==> src/rtl/calc_pkg.sv <==
// Shared types and default sizing for the calculator request path and its button inputs.
package calc_pkg;

    localparam int W_IN_DEF            = 8;
    localparam int W_OUT_DEF           = 24;
    localparam int DEBOUNCE_CYCLES_DEF = 1_000_000;
    localparam int ACK_TIMEOUT_DEF     = 16;

    typedef enum logic [1:0] {
        IDLE      = 2'd0,
        ISSUE     = 2'd1,
        WAIT_ACK  = 2'd2,
        WAIT_DONE = 2'd3
    } state_e;

endpackage

==> src/rtl/btn_debounce.sv <==
// Pushbutton conditioner: 2-FF synchronizer, stability counter and a one-cycle press pulse.
// A button already held when reset is released is ignored until it has been seen released.
module btn_debounce
    import calc_pkg::*;
#(
    parameter int CYCLES = DEBOUNCE_CYCLES_DEF
) (
    input  logic clk,
    input  logic rst,
    input  logic btn_raw,
    output logic press
);

    localparam int CW = $clog2(CYCLES + 1);
    localparam logic [CW-1:0] CNT_MAX = CW'(CYCLES);

    logic          sync1_q, sync2_q, last_q;
    logic          level_q, level_d;
    logic          armed_q, armed_d;
    logic          press_q, press_d;
    logic [CW-1:0] cnt_q, cnt_d;
    logic          stable_s;

    always_comb begin
        stable_s = (cnt_q == CNT_MAX) && (sync2_q == last_q);
        cnt_d    = cnt_q;
        level_d  = level_q;
        armed_d  = armed_q;
        press_d  = 1'b0;
        if (sync2_q != last_q) begin
            cnt_d = '0;
        end else if (cnt_q != CNT_MAX) begin
            cnt_d = cnt_q + CW'(1);
        end else begin
            cnt_d = cnt_q;
        end
        if (stable_s) begin
            level_d = sync2_q;
            armed_d = armed_q | ~sync2_q;
            press_d = sync2_q & ~level_q & armed_q;
        end else begin
            level_d = level_q;
        end
    end

    always_ff @(posedge clk) begin
        if (rst) begin
            sync1_q <= 1'b0;
            sync2_q <= 1'b0;
            last_q  <= 1'b0;
            cnt_q   <= '0;
            level_q <= 1'b0;
            armed_q <= 1'b0;
            press_q <= 1'b0;
        end else begin
            sync1_q <= btn_raw;
            sync2_q <= sync1_q;
            last_q  <= sync2_q;
            cnt_q   <= cnt_d;
            level_q <= level_d;
            armed_q <= armed_d;
            press_q <= press_d;
        end
    end

    assign press = press_q;

endmodule

==> src/rtl/calc_request_ctrl.sv <==
// Start/busy initiator for the arithmetic unit: latches operands on a clean press,
// pulses start, waits for busy to rise and fall, and captures the result.
module calc_request_ctrl
    import calc_pkg::*;
#(
    parameter int W_IN            = W_IN_DEF,
    parameter int W_OUT           = W_OUT_DEF,
    parameter int DEBOUNCE_CYCLES = DEBOUNCE_CYCLES_DEF,
    parameter int ACK_TIMEOUT     = ACK_TIMEOUT_DEF
) (
    input  logic             clk,
    input  logic             rst,
    input  logic             btn_raw,
    input  logic [W_IN-1:0]  sw_a,
    input  logic [W_IN-1:0]  sw_b,
    output logic [W_IN-1:0]  a,
    output logic [W_IN-1:0]  b,
    output logic             start,
    input  logic             busy,
    input  logic [W_OUT-1:0] y,
    output logic [W_OUT-1:0] result,
    output logic             result_valid,
    output logic             err
);

    localparam int AW = $clog2(ACK_TIMEOUT + 1);
    localparam logic [AW-1:0] ACK_LAST = AW'(ACK_TIMEOUT - 1);

    state_e            state_q, state_d;
    logic [W_IN-1:0]   a_q, a_d, b_q, b_d;
    logic              start_q, start_d;
    logic [W_OUT-1:0]  result_q, result_d;
    logic              valid_q, valid_d;
    logic              err_q, err_d;
    logic [AW-1:0]     ack_cnt_q, ack_cnt_d;
    logic              press_s;

    btn_debounce #(.CYCLES(DEBOUNCE_CYCLES)) u_btn (
        .clk     (clk),
        .rst     (rst),
        .btn_raw (btn_raw),
        .press   (press_s)
    );

    always_comb begin
        state_d   = state_q;
        a_d       = a_q;
        b_d       = b_q;
        start_d   = 1'b0;
        result_d  = result_q;
        valid_d   = valid_q;
        err_d     = err_q;
        ack_cnt_d = ack_cnt_q;
        case (state_q)
            IDLE: begin
                if (press_s && !busy) begin
                    a_d     = sw_a;
                    b_d     = sw_b;
                    start_d = 1'b1;
                    state_d = ISSUE;
                end else begin
                    state_d = IDLE;
                end
            end
            ISSUE: begin
                ack_cnt_d = '0;
                state_d   = WAIT_ACK;
            end
            WAIT_ACK: begin
                // busy is tested first so an ack on the final count still wins
                if (busy) begin
                    state_d = WAIT_DONE;
                end else if (ack_cnt_q == ACK_LAST) begin
                    err_d   = 1'b1;
                    valid_d = 1'b0;
                    state_d = IDLE;
                end else begin
                    ack_cnt_d = ack_cnt_q + AW'(1);
                end
            end
            WAIT_DONE: begin
                if (!busy) begin
                    result_d = y;
                    valid_d  = 1'b1;
                    err_d    = 1'b0;
                    state_d  = IDLE;
                end else begin
                    state_d = WAIT_DONE;
                end
            end
            default: begin
                state_d = IDLE;
            end
        endcase
    end

    always_ff @(posedge clk) begin
        if (rst) begin
            state_q   <= IDLE;
            a_q       <= '0;
            b_q       <= '0;
            start_q   <= 1'b0;
            result_q  <= '0;
            valid_q   <= 1'b0;
            err_q     <= 1'b0;
            ack_cnt_q <= '0;
        end else begin
            state_q   <= state_d;
            a_q       <= a_d;
            b_q       <= b_d;
            start_q   <= start_d;
            result_q  <= result_d;
            valid_q   <= valid_d;
            err_q     <= err_d;
            ack_cnt_q <= ack_cnt_d;
        end
    end

    assign a            = a_q;
    assign b            = b_q;
    assign start        = start_q;
    assign result       = result_q;
    assign result_valid = valid_q;
    assign err          = err_q;

endmodule

==> config.mk <==
export PLATFORM = sky130hd
export DESIGN_NAME = calc_request_ctrl
export DESIGN_NICKNAME = d
export VERILOG_FILES = /design/src/rtl/calc_pkg.sv /design/src/rtl/btn_debounce.sv /design/src/rtl/calc_request_ctrl.sv
export SDC_FILE = /design/constraint.sdc
export NUM_CORES = 1
export LEC_CHECK = 0
export ABC_AREA = 1
export BUFFER_PORTS_ARGS = -buffer_cell sky130_fd_sc_hd__buf_2
export CAP_MARGIN = 20
export CORE_MARGIN = 4
export CORE_UTILIZATION = 51
export CTS_BUF_LIST = sky130_fd_sc_hd__clkbuf_4 sky130_fd_sc_hd__clkbuf_8 sky130_fd_sc_hd__clkbuf_16
export DETAILED_ROUTE_END_ITERATION = 10
export PLACE_DENSITY = 0.84
export SLEW_MARGIN = 0
export SYNTH_ARGS = -nofsm -noshare
export SYNTH_HDL_FRONTEND = slang
export SYNTH_SLANG_ARGS = --single-unit
==> constraint.sdc <==
create_clock -name clk -period 1.7 [get_ports clk]
set_input_delay 0.34 -clock clk [delete_from_list [all_inputs] [get_ports clk]]
set_output_delay 0.34 -clock clk [all_outputs]
set_load 0.005 [all_outputs]
---- Yosys cells after proc, flatten, opt, wreduce, memory -nomap -nowiden ----
Cells that the tools add are included.
cells by class
  add/sub/neg operators ................... 2
  equality and inequality tests ........... 13
  mux-type cells .......................... 17
  bitwise operators ....................... 8
  reduce and logical (&&, ||, !) cells .... 13
operators with widths
  operator               number
  $add 20x1->20 const B  1
  $eq 20x20->1 const B   1
  $ne 20x20->1 const B   1
  $mux 5                 2
  $pmux 5 s2             1
  $mux 1                 8
  $ne 2x2->1 const B     4
  $pmux 2 s4             1
  $mux 2                 3
  $reduce_or 2->1        3
  $add 5x1->5 const B    1
  $eq 5x4->1 const B     1
  $not 1->1              5
  $eq 2x2->1 const B     2
  $pmux 1 s2             2
  $reduce_and 2->1       2
  $reduce_and 4->1       1
  $reduce_bool 2->1      2
  $ne 3x3->1 const B     1
  $reduce_and 3->1       1
  $and 1x1->1            2
  $eq 2x1->1 const B     1
  $logic_and 1x1->1      2
  $logic_not 2->1        1
  other kinds (4)        4
word-level totals
  register bits ........................... 76
  bits of input ports ..................... 44
  word-level logic and storage cells ...... 68

---- Depth between registers and ports, before layout ----
  depth after elaboration ................. 4
  gate-level depth with buffers ........... 10

---- Hierarchy ----
Synthesis repeated with hierarchy kept, for this count alone.
second synthesis, totals
  cell total of the unflattened synthesis .. 441
  area total of the unflattened synthesis .. 3,304.4 sq um
by module, submodules not included
  module             times used  cells an instance  area each (sq um)
  calc_request_ctrl  1           244                1,985.7
  btn_debounce       1           197                1,318.8

---- Least setup slack after synthesis ----
No wires, ideal clock.
  path kind ............................... reg-to-reg
  start point ............................. register ack_cnt_q[0]
  end point ............................... register ack_cnt_q[3]
  library setup time ...................... 0.115 ns
  data arrival time ....................... 1.319 ns
  slack ................................... 0.266 ns
  cell stages (with the launch flop) ...... 11
  path buffers ............................ 0
  clock period less this slack ............ 1.434 ns
  cells stage by stage .................... dfxtp_1 -> ha_1 -> inv_1 -> nor3_1 -> ha_1 -> nor2_1 -> nand3_1 -> nand2_1 -> nand2_1 -> nor2_1 -> nor3_1
between the ends
  word-level cells in the longest chain between the ends .. 4
  elaborated cells on any way between the ends .. 7
RTL lines
  item                      line                      source
  start: declaration        calc_request_ctrl.sv:35   logic [AW-1:0] ack_cnt_q, ack_cnt_d;
  start signal: assignment  calc_request_ctrl.sv:115  ack_cnt_q <= ack_cnt_d;
  $add 5x1->5               calc_request_ctrl.sv:78   ack_cnt_d = ack_cnt_q + AW'(1);
  $mux 5                    calc_request_ctrl.sv:73   end else if (ack_cnt_q == ACK_LAST) begin
  $mux 5                    calc_request_ctrl.sv:71   if (busy) begin
  $pmux 5 s2                calc_request_ctrl.sv:54   case (state_q)
Parallel ways exist; a longest one is shown, timed or not. The select of a mux whose other input is x is not followed.
A chain may end at the register's enable or synchronous reset.

---- Worst setup path in the final report ----
Same ends and word-level chain as after synthesis.

==> reports/results.txt <==
Starting Density -> 0.525
Outcome -> finished, final reports clean
Syn Std Cell Area -> 3110 um2
Vias in the first global route -> 3043
Syn Nets -> 470
Buf/Inv on CP -> 1
CTS tree -> built
Area share of the largest cell type after synthesis -> 0.490
Worst Path Max Fanout -> 6
End of the worst hold path -> u_btn.sync1_q
Reg2Reg Capture Point -> ack_cnt_q[3]
Critical Path AT -> 1770 ps
Clk_skew -> 12.6 ps
Largest net degree at the start of global routing -> 32
Critical Path RT -> 1940 ps
Synth Area in XOR/XNOR -> 0.00564
Slowest stage delay, CP -> 330 ps
Top cells by area, synth -> dfxtp_1 (49%), nor2_1 (13%), o21ai_0 (7.7%), nand2_1 (6.5%), inv_1 (4.7%)
Slew @ Worst Pin -> 407 ps
Maximum VDD drop -> 657 uV
Largest family of logic cells by synthesized area -> simple AND/OR/NAND/NOR gates
CP cell instances -> ha_1 -> inv_1 -> nor3_2 -> ha_2 -> nor2_2 -> nand3_2 -> nand2_2 -> nand2_1 -> nor2_1 -> nor3_1
CTS clk-pin slew, worst paths -> 80 ps
Die width -> 86.1 um
Tcrit/Tclk final -> 0.902
Clock buffer depth -> 2
Layout cells sized above 1 -> 0.244
Post-synth top area cell -> dfxtp_1
Placed standard-cell area -> 3620 um2
Hold crit path type -> input port to flop
GPL Wtd Cong -> 0.852
Setup TNS -> 0 ps
H-Tree Depth -> 3
Max_slew headroom -> 0.728
Die height -> 86.1 um
Synth Area in Simple Gates -> 0.291
Post-synth cell types -> 31
DRT iter0 DRCs -> 133
Hold_sp -> btn_raw
Worst path top cell family by delay -> simple AND/OR/NAND/NOR gates
Drt pass-1 iters -> 5
Clk Latency, worst-skew pair -> 340 ps
Post-Route WL -> 7.29 mm
Synth Area in Compound Gates -> 0.126
Met2 GRT Util -> 0.362
Reg area -> 1520 um2
Root Buffer Master -> clkbuf_8
CTS Sinks -> 76
Met1 usage -> 0.248
Mux contribution to synthesized area -> 0
Initial antenna violation count -> 0
Final Net Count -> 561
Worst reg2reg setup slack -> 170 ps
Avg Inst Size Synth -> 7.36 um2
Fillers -> 505
Post-route ant nets -> 0
Ports -> 87
Commonest non-fill, non-tap cell in the layout -> nor2_1
Slew Limit Fails -> 0
Hpwl dp -> 5.36 mm
Total die area -> 7410 um2
Vias per cell -> 5.07
Crit path launch type -> flop
Max Fclk -> 652 MHz
Area of the multi-input gates -> 1380 um2
Site Rows -> 28
Pwr/cell area -> 858 nW/um2
Tot GR Track Use -> 0.212
DRC errors left -> 0
Global route overflow -> 0
Maxcap violations -> 0
Post-Synth Adder-Cell Area -> 0.0161
Global-route wire length before repair -> 12.9 mm
Critical path capture point type -> flop
# diodes -> 0
Num CTS Buffers -> 9
Worst R2R Path Depth -> 10
Final hold vios -> 0
Hold path depth -> 3
Count of final setup violators -> 0
CP Class -> flop to flop
Met3 usage -> 0.0644
Yosys reg bits -> 76
RSZ-0062 raised after global routing -> false
Register area share after synthesis -> 0.490
Core ar. -> 5920 um2
Leakage Power -> 1.76 nW
Most frequent cells in the layout -> nor2_1 (108), buf_2 (86), dfxtp_1 (76)
Port Buffers -> 86
Busiest grt layer -> met2
Design area -> 3830 um2
Via count -> 3002
Cts hold-fix bufs -> 0
Layout area overhead -> 23.3%
Reg2Reg Launch Point -> ack_cnt_q[0]
Slowest CP cell -> dfxtp_1
DR WL/cell -> 12.3 um
Synth Warn # -> 0
Mapped Cells -> 422
Crit path time final -> 1530 ps
==> layout make-up <==
| class | count | share of cell area |
|---|---|---|
| clock buffers | 11 | 0.0379 |
| clock inverters | 4 | 0.0131 |
| inverters | 42 | 0.0411 |
| multi-input cells | 291 | 0.360 |
| flip-flops and latches | 76 | 0.397 |
| well taps | 75 | 0.0245 |
| repair buffers | 93 | 0.126 |
==> registers in the layout, summed over array words and instances, names as in the netlist <==
signal / count
a: 8
u_btn.press: 1
u_btn.sync2_q: 1
u_btn.level_q: 1
b: 8
start: 1
ack_cnt_q: 5
u_btn.armed_q: 1
result_valid: 1
u_btn.last_q: 1
u_btn.sync1_q: 1
state_q: 2
u_btn.cnt_q: 20
result: 24
err: 1
==> how the worst max path moves through the flow <==
stage,startpoint,end,slack [ps],depth (start not counted)
detailed placement,ack_cnt_q[0],ack_cnt_q[3],70,10
global placement,ack_cnt_q[0],ack_cnt_q[3],190,10
finish,ack_cnt_q[0],ack_cnt_q[3],170,10
floorplan,ack_cnt_q[0],ack_cnt_q[3],270,10
CTS,ack_cnt_q[0],ack_cnt_q[3],70,10
global route,ack_cnt_q[0],ack_cnt_q[3],50,10
==> cell families (layout without fill, tap and decap cells) <==
kind of cell,count (synthesis),in the layout
AOI/OAI and AO/OA,77,77
adders and majority gates,4,4
buffers and inverters,55,150
xor gates and xnor gates,2,2
and+or+nand+nor,208,208
DFF,76,76
==> worst reg2reg max path, stage by stage, from the launching register on <==
cell     delay (ps)
dfxtp_1         330
ha_1            210
inv_1            90
nor3_2           40
ha_2            160
nor2_2          120
nand3_2         120
nand2_2         130
nand2_1          60
nor2_1          100
nor3_1           60
==> synth_stat cells (all sizes together) <==
master	number
a211oi	1
nand3	17
or2	1
a21oi	26
buf	7
o21a	1
nor3b	1
ha	4
nor3	7
nand2	55
inv	42
xor2	1
dfxtp	76
nand4	7
o21ai	48
nand3b	5
o22ai	1
nor2	114
xnor2	1
clkbuf	6
and3	1
==> report_power, final <==
group | leakage (nW) | switching [mW] | internal (mW)
Sequential | 0.613 | 0.00776 | 1.79
Combinational | 1.05 | 0.0748 | 0.0650
Clock | 0.0948 | 0.629 | 0.724
==> through the flow <==
| stage | power (mW) | std cells | setup WS (ps) | util | hold slack (ps) |
|---|---|---|---|---|---|
| after floorplan | 1.90 | 422 | 266 | - | 388 |
| after global placement | 1.97 | 577 | 189 | 0.611 | 392 |
| after detailed placement | 1.97 | 577 | 73.9 | 0.611 | 398 |
| after CTS | 3.32 | 592 | 66.9 | 0.644 | 187 |
| after global routing | 3.41 | 592 | 51.4 | 0.647 | 188 |
| final | 3.29 | 592 | 167 | 0.647 | 202 |
==> routing by layer <==
| metal | share of wire | wire length [um] | vias to the layer above |
|---|---|---|---|
| met2 | 0.50 | 3630 | 73 |
| li1 | - | - | 1530 |
| met1 | 0.43 | 3170 | 1388 |
| met5 | 0 | 0 | - |
| met3 | 0.049 | 358 | 11 |
| met4 | 0.018 | 129 | 0 |
==> repair_timing <==
action / CTS / global route
endpoints found under the setup margin: 0 / 5
resized for setup: 0 / 5
buffers inserted: 0 / 0
No activity file was read; power rests on OpenSTA's default activity.
